## config.mk

```make
export PLATFORM = sky130hd
export DESIGN_NAME = spi_apb_xfer
export DESIGN_NICKNAME = d
export VERILOG_FILES = /design/src/rtl/spi_apb_xfer.sv
export SDC_FILE = /design/constraint.sdc
export NUM_CORES = 1
export LEC_CHECK = 0
export CAP_MARGIN = 10
export CORE_UTILIZATION = 42
export DETAILED_ROUTE_END_ITERATION = 10
export GPL_TIMING_DRIVEN = 0
export MAX_ROUTING_LAYER = met4
export PLACE_DENSITY_LB_ADDON = 0.05
export SLEW_MARGIN = 25
export SYNTH_ARGS = -nofsm -noshare
export SYNTH_HDL_FRONTEND = slang
export SYNTH_SLANG_ARGS = --single-unit
```

## constraint.sdc

```tcl
create_clock -name PCLK -period 1.7 [get_ports PCLK]
set_input_delay 0.255 -clock PCLK [delete_from_list [all_inputs] [get_ports PCLK]]
set_output_delay 0.255 -clock PCLK [all_outputs]
set_load 0.02 [all_outputs]
```

## src/rtl/spi_apb_xfer.sv

```systemverilog
// APB master that runs one SPI byte exchange per request: write TXDATA,
// poll STATUS until RXRDY (or give up after MAX_POLLS reads), then read RXDATA.
module spi_apb_xfer #(
    parameter int         APB_DWIDTH  = 8,
    parameter logic [6:0] TXDATA_ADDR = 7'h0C,
    parameter logic [6:0] RXDATA_ADDR = 7'h08,
    parameter logic [6:0] STATUS_ADDR = 7'h04,
    parameter int         RXRDY_BIT   = 2,
    parameter int         MAX_POLLS   = 255
) (
    input  logic                  PCLK,
    input  logic                  PRESET,
    input  logic                  req_valid,
    input  logic [7:0]            req_data,
    output logic                  req_ready,
    output logic                  rsp_valid,
    output logic [7:0]            rsp_data,
    output logic                  rsp_err,
    output logic                  busy,
    output logic [6:0]            PADDR,
    output logic                  PSEL,
    output logic                  PENABLE,
    output logic                  PWRITE,
    output logic [APB_DWIDTH-1:0] PWDATA,
    input  logic [APB_DWIDTH-1:0] PRDATA,
    input  logic                  PREADY
);

    typedef enum logic [2:0] {
        S_IDLE      = 3'd0,
        S_WR_SETUP  = 3'd1,
        S_WR_ACCESS = 3'd2,
        S_ST_SETUP  = 3'd3,
        S_ST_ACCESS = 3'd4,
        S_RD_SETUP  = 3'd5,
        S_RD_ACCESS = 3'd6,
        S_RESP      = 3'd7
    } state_t;

    localparam logic [7:0] MAX_POLLS_C = 8'(MAX_POLLS);

    state_t     state_q, state_d;
    logic [7:0] byte_q, byte_d;
    logic [7:0] polls_q, polls_d;
    logic [7:0] rdata_q, rdata_d;
    logic       timeout_q, timeout_d;
    logic [7:0] polls_inc;

    always_ff @(posedge PCLK or posedge PRESET) begin
        if (PRESET) begin
            state_q   <= S_IDLE;
            byte_q    <= 8'h00;
            polls_q   <= 8'h00;
            rdata_q   <= 8'h00;
            timeout_q <= 1'b0;
        end else begin
            state_q   <= state_d;
            byte_q    <= byte_d;
            polls_q   <= polls_d;
            rdata_q   <= rdata_d;
            timeout_q <= timeout_d;
        end
    end

    // Saturating so the counter can never wrap back below MAX_POLLS.
    assign polls_inc = (polls_q == 8'hFF) ? polls_q : polls_q + 8'd1;

    always_comb begin
        state_d   = state_q;
        byte_d    = byte_q;
        polls_d   = polls_q;
        rdata_d   = rdata_q;
        timeout_d = timeout_q;
        case (state_q)
            S_IDLE: begin
                if (req_valid) begin
                    byte_d    = req_data;
                    polls_d   = 8'h00;
                    rdata_d   = 8'h00;
                    timeout_d = 1'b0;
                    state_d   = S_WR_SETUP;
                end
            end
            S_WR_SETUP:  state_d = S_WR_ACCESS;
            S_WR_ACCESS: if (PREADY) state_d = S_ST_SETUP;
            S_ST_SETUP:  state_d = S_ST_ACCESS;
            S_ST_ACCESS: begin
                if (PREADY) begin
                    if (PRDATA[RXRDY_BIT]) begin
                        state_d = S_RD_SETUP;
                    end else begin
                        polls_d = polls_inc;
                        if (polls_inc == MAX_POLLS_C) begin
                            timeout_d = 1'b1;
                            state_d   = S_RESP;
                        end else begin
                            state_d = S_ST_SETUP;
                        end
                    end
                end
            end
            S_RD_SETUP: state_d = S_RD_ACCESS;
            S_RD_ACCESS: begin
                if (PREADY) begin
                    rdata_d = PRDATA[7:0];
                    state_d = S_RESP;
                end
            end
            S_RESP:  state_d = S_IDLE;
            default: state_d = S_IDLE;
        endcase
    end

    // Outputs decode only from registered state, so async reset clears them at once.
    always_comb begin
        req_ready = 1'b0;
        rsp_valid = 1'b0;
        rsp_err   = 1'b0;
        rsp_data  = 8'h00;
        busy      = (state_q != S_IDLE);
        PADDR     = 7'h00;
        PSEL      = 1'b0;
        PENABLE   = 1'b0;
        PWRITE    = 1'b0;
        PWDATA    = '0;
        case (state_q)
            S_IDLE: req_ready = !PRESET;
            S_WR_SETUP, S_WR_ACCESS: begin
                PADDR       = TXDATA_ADDR;
                PSEL        = 1'b1;
                PENABLE     = (state_q == S_WR_ACCESS);
                PWRITE      = 1'b1;
                PWDATA[7:0] = byte_q;
            end
            S_ST_SETUP, S_ST_ACCESS: begin
                PADDR   = STATUS_ADDR;
                PSEL    = 1'b1;
                PENABLE = (state_q == S_ST_ACCESS);
            end
            S_RD_SETUP, S_RD_ACCESS: begin
                PADDR   = RXDATA_ADDR;
                PSEL    = 1'b1;
                PENABLE = (state_q == S_RD_ACCESS);
            end
            S_RESP: begin
                rsp_valid = 1'b1;
                rsp_err   = timeout_q;
                rsp_data  = timeout_q ? 8'h00 : rdata_q;
            end
            default: ;
        endcase
    end

endmodule

```

### After elaboration in Yosys (flattened, before gate mapping)

Cells that the tools add are included.

| storage, ports and cells | value |
|---|---|
| bits in latches | 0 |
| bits in registers | 28 |
| input bits | 20 |
| memories | 0 |
| word-level logic and storage cells | 64 |
| memory bits (read-only) | 0 |
| bits in writable memories | 0 |

| operators by class | value |
|---|---|
| magnitude comparators | 0 |
| shift operators | 0 |
| multiplexer cells | 29 |
| equality and inequality tests | 15 |
| reduce and logical (&&, ||, !) cells | 14 |
| bitwise operators | 0 |
| multiply operators | 0 |
| add/subtract/negate cells | 1 |
| div/mod/pow operators | 0 |

Operator list:

| cell | count |
|---|---|
| $mux W8 | 8 |
| $pmux W8 S2 | 2 |
| $pmux W3 S8 | 1 |
| $mux W3 | 6 |
| $eq A8 B8 Y1 const B | 2 |
| $eq A3 B3 Y1 const B | 4 |
| $ne A2 B2 Y1 const B | 6 |
| $pmux W4 S3 | 1 |
| $mux W1 | 9 |
| $add A8 B1 Y8 const B | 1 |
| $reduce_and A4 Y1 | 2 |
| $eq A3 B2 Y1 const B | 2 |
| $reduce_or A2 Y1 | 3 |
| $reduce_or A6 Y1 | 1 |
| $reduce_and A5 Y1 | 1 |
| $reduce_bool A2 Y1 | 2 |
| $eq A3 B1 Y1 const B | 1 |
| $logic_not A3 Y1 | 1 |
| $pmux W1 S3 | 1 |
| $reduce_and A3 Y1 | 1 |
| $reduce_bool A3 Y1 | 1 |
| $pmux W1 S2 | 1 |
| $reduce_and A2 Y1 | 1 |
| $logic_not A1 Y1 | 1 |

### Logic depth before layout (Yosys ltp)

| logic depth | value |
|---|---|
| depth in word-level cells | 7 |
| gate-level depth with buffers | 7 |
| gate-level depth less buffers | 5 |

### Worst setup path before layout

No wires, ideal clock.

| timing path | value |
|---|---|
| kind | register to output |
| start point | reg state_q[0] |
| end point | out PWDATA[0] |
| required time | 1,445 ps |
| arrival time | 1,678 ps |
| slack | -233 ps |
| stages on the path, launching flop included | 6 |
| cell sequence | dfrtp_1 -> buf_6 -> xor2_1 -> nor2b_1 -> clkbuf_1 -> and2_1 |

| on the way | value |
|---|---|
| word-level cells in the longest chain between the ends | 3 |

Ends and longest elaborated chain:

| item | RTL line | RTL |
|---|---|---|
| start, declared | 42 | `state_t state_q, state_d;` |
| start signal, assigned | 57 | `state_q <= state_d;` |
| $eq A3 B2 Y1 or $eq A3 B1 Y1 (tied branches) | 126 | `case (state_q)` |
| $reduce_or A2 Y1 (*) | 126 |  |
| $mux W8 (*) | 126 |  |
| end, declared | 24 | `output logic [APB_DWIDTH-1:0] PWDATA,` |

Mark *: on every way between the ends. The rest lies on a longest branch, timed or not.

### Final worst setup path

| timing path | value |
|---|---|
| start point | reg state_q[0] |
| end point | out PSEL |

| on the way | value |
|---|---|
| word-level cells in the longest chain between the ends | 3 |

Ends and longest elaborated chain:

| item | RTL line | RTL |
|---|---|---|
| $eq A3 B2 Y1 (tied with other cells) | 126 |  |
| $reduce_or A6 Y1 (no line) (*) | -- |  |
| $mux W1 (*) | 126 |  |
| end, declared | 21 | `output logic PSEL,` |

Marks and branches as above.

==> metrics.cfg <==
[status]
outcome = finished, violations left
violations = setup timing

[clocking]
clockBufferDepth = 2
cts_max_level = 1
clkSlewWorstSetupHoldPaths_ps = 90
cts_num_sinks = 28
cts_tree = yes
clk_latency_ps = 270
cts_hold_buf = 0
clock-root-buffer = clkbuf_8
cts_buffers = 3

[sta]
setup_viol = 18
min_period_ps = 1870
drv_slew = 0
worst_pin_slew_ps = 571
hold_viol = 0
setup_ws_ps = -167
fin_skew_ps = 3.41
timing.final.crit_share = 1.10
relSlewSlack = 0.619
rsz0062_at_grt = true
fmax_mhz = 536

[grt]
grt_max_degree = 29
gr-usage-met2 = 0.338
grt_use_total = 0.194
grtUsageMet1 = 0.243
grt_busiest_layer = met2
grt.overflow.total = 0
grt_pass1_wl_um = 6210
antenna_found_initial = 0
grtUsageMet3 = 0.0194
grt_pass1_vias = 1367

[pwr]
ir_worst_vdd_uv = 795
powerDensity_nw_per_um2 = 1570
cellLeakagePower_nw = 1.07

[logic_synthesis]
syn_inst = 183
synth_warnings = 0
synth-seq-area-share = 0.427
synth_edf_count = 0
yosys_register_bits = 28
synth-main-ff-cell = dfrtp_1
synthArstFlopShare = 1.00
ys_types = 44
synthesis.area_um2 = 1640
synth_area_per_cell_um2 = 8.98

[finish]
layout_common_cells = buf_6, nand2_1, dfrtp_1
area_growth_pct = 52.2
fin_nets = 272
drive_gt1_frac = 0.392
diodes = 0
num-fill-cells = 310
design_area_um2 = 2500

[critical_path]
timing.rr.start = polls_q[1]
worst-path-max-fanout = 7
rr_endpoint = polls_q[7]
reg2reg_slack_ps = 70
critPathArrivalTime_ps = 1610
cp.required_ps = 1440
cp-start-kind = flop
rr_worst_depth = 5
path_class = reg -> out
worstSetupEndpointType = output port

[routing]
routed_wl_um = 3920
ant_nets = 0
num_vias = 1538
drc_errors = 0
wl_per_cell_um = 13.1
via_per_inst = 5.16
drt_iter0_drc = 87
first_pass_iters = 4

[placement]
hpwl_um = 2650
place_area_um2 = 2170
routabilityCongestion = 0.816
place_ws_ps = -502
port_buffers = 44

[worst_hold_path]
hold_class = in -> async

[die]
top_level_ports = 50
fp.dieW_um = 64.5
core-area_um2 = 3720
initial_core_util = 0.442
die_height_um = 64.5
dieArea_um2 = 4170
rows = 22

[job]
drv_cap = 0

## Yosys cell counts (all sizes together) (2+ instances only)
cell | count | area, µm²
o21ai | 13 | 65.1
nor2b | 3 | 18.8
nand2 | 25 | 93.8
nand4 | 3 | 18.8
and3 | 3 | 18.8
o41ai | 2 | 17.5
nand3b | 2 | 15.0
xnor2 | 2 | 17.5
mux2 | 8 | 90.1
nor2 | 9 | 36.3
and2 | 19 | 119
a31oi | 2 | 12.5
clkbuf | 5 | 18.8
a21oi | 13 | 68.8
buf | 10 | 77.6
dfrtp | 28 | 701
o22ai | 2 | 12.5
and3b | 2 | 17.5
o31ai | 2 | 15.0
inv | 5 | 18.8
or3 | 2 | 12.5
nor3 | 3 | 15.0
nand3 | 4 | 20.0
a22o | 2 | 17.5
## cell type report
cell class | instances | area (µm²) | share of cell area
multi-input cells | 139 | 970 | 0.388
repair buffers | 60 | 577 | 0.231
flip-flops and latches | 28 | 704 | 0.282
well taps | 48 | 60.1 | 0.0240
clock buffers | 4 | 55.1 | 0.0220
plain buffers | 14 | 116 | 0.0465
inverters | 5 | 18.8 | 0.00750
## registers in the layout, summed over array words and instances, names as in the netlist
name / flops
state_q: 3
polls_q: 8
rdata_q: 8
byte_q: 8
timeout_q: 1
## power by group
part	leakage (nW)	switching, mW	total (mW)	internal (mW)
clock	0.0288	0.198	0.405	0.207
combinational	0.681	1.18	2.47	1.28
sequential	0.360	0.149	1.05	0.905
total	1.07	1.53	3.92	2.40
## cell families (layout without fill, tap and decap cells)
group                      Yosys count  after routing  share of synthesized area
muxes                                9              9                     0.0609
DFF                                 28             28                      0.427
adders and majority gates            1              1                    0.00761
AOI/OAI and AO/OA                   40             40                      0.145
xor gates and xnor gates             3              3                     0.0160
other                                1              5                    0.00228
and+or+nand+nor                     81             81                      0.271
buffers and inverters               20             83                     0.0701
## routing by layer
layer / part of all wire / wire, µm / vias to the layer above
li1: - / - / 756
met1: 0.42 / 1650 / 738
met2: 0.53 / 2090 / 42
met3: 0.039 / 153 / 2
met4: 0.0059 / 23 / 0
met5: 0 / 0 / -
## metrics by stage
stage               total power [mW]  TNS, ps   util  hold slack, ps  instances
global placement                2.92   -11810  0.583             453        279
CTS                             3.67    -1830  0.624             412        290
finish                          3.92    -1630  0.673             438        298
floorplan                       2.26        0      -             320        187
global route                    4.18    -2600  0.673             525        298
detailed placement              2.98   -12900  0.583             462        279
## worst max-delay path, stage by stage (launching register included)
cell and delay, ps:
dfrtp_1 380, buf_6 140, buf_4 140, or3_4 380, a21boi_2 170, buf_6 130
## worst max-delay path by stage
stage               startpoint     endpoint
detailed placement  state_q[1]  rsp_data[4]
global route        state_q[0]         PSEL
global placement    state_q[1]  rsp_data[4]
CTS                 state_q[1]    PWDATA[6]
finish              state_q[0]         PSEL
floorplan           state_q[0]    PWDATA[0]
## what timing repair did
item                       4_1_cts  5_1_grt
setup endpoints to repair       44       37
pin swaps                        8       12
cloned                           1        0
buffers inserted                 7        8
gates resized for setup        142       39
No activity file was read; power rests on OpenSTA's default activity.
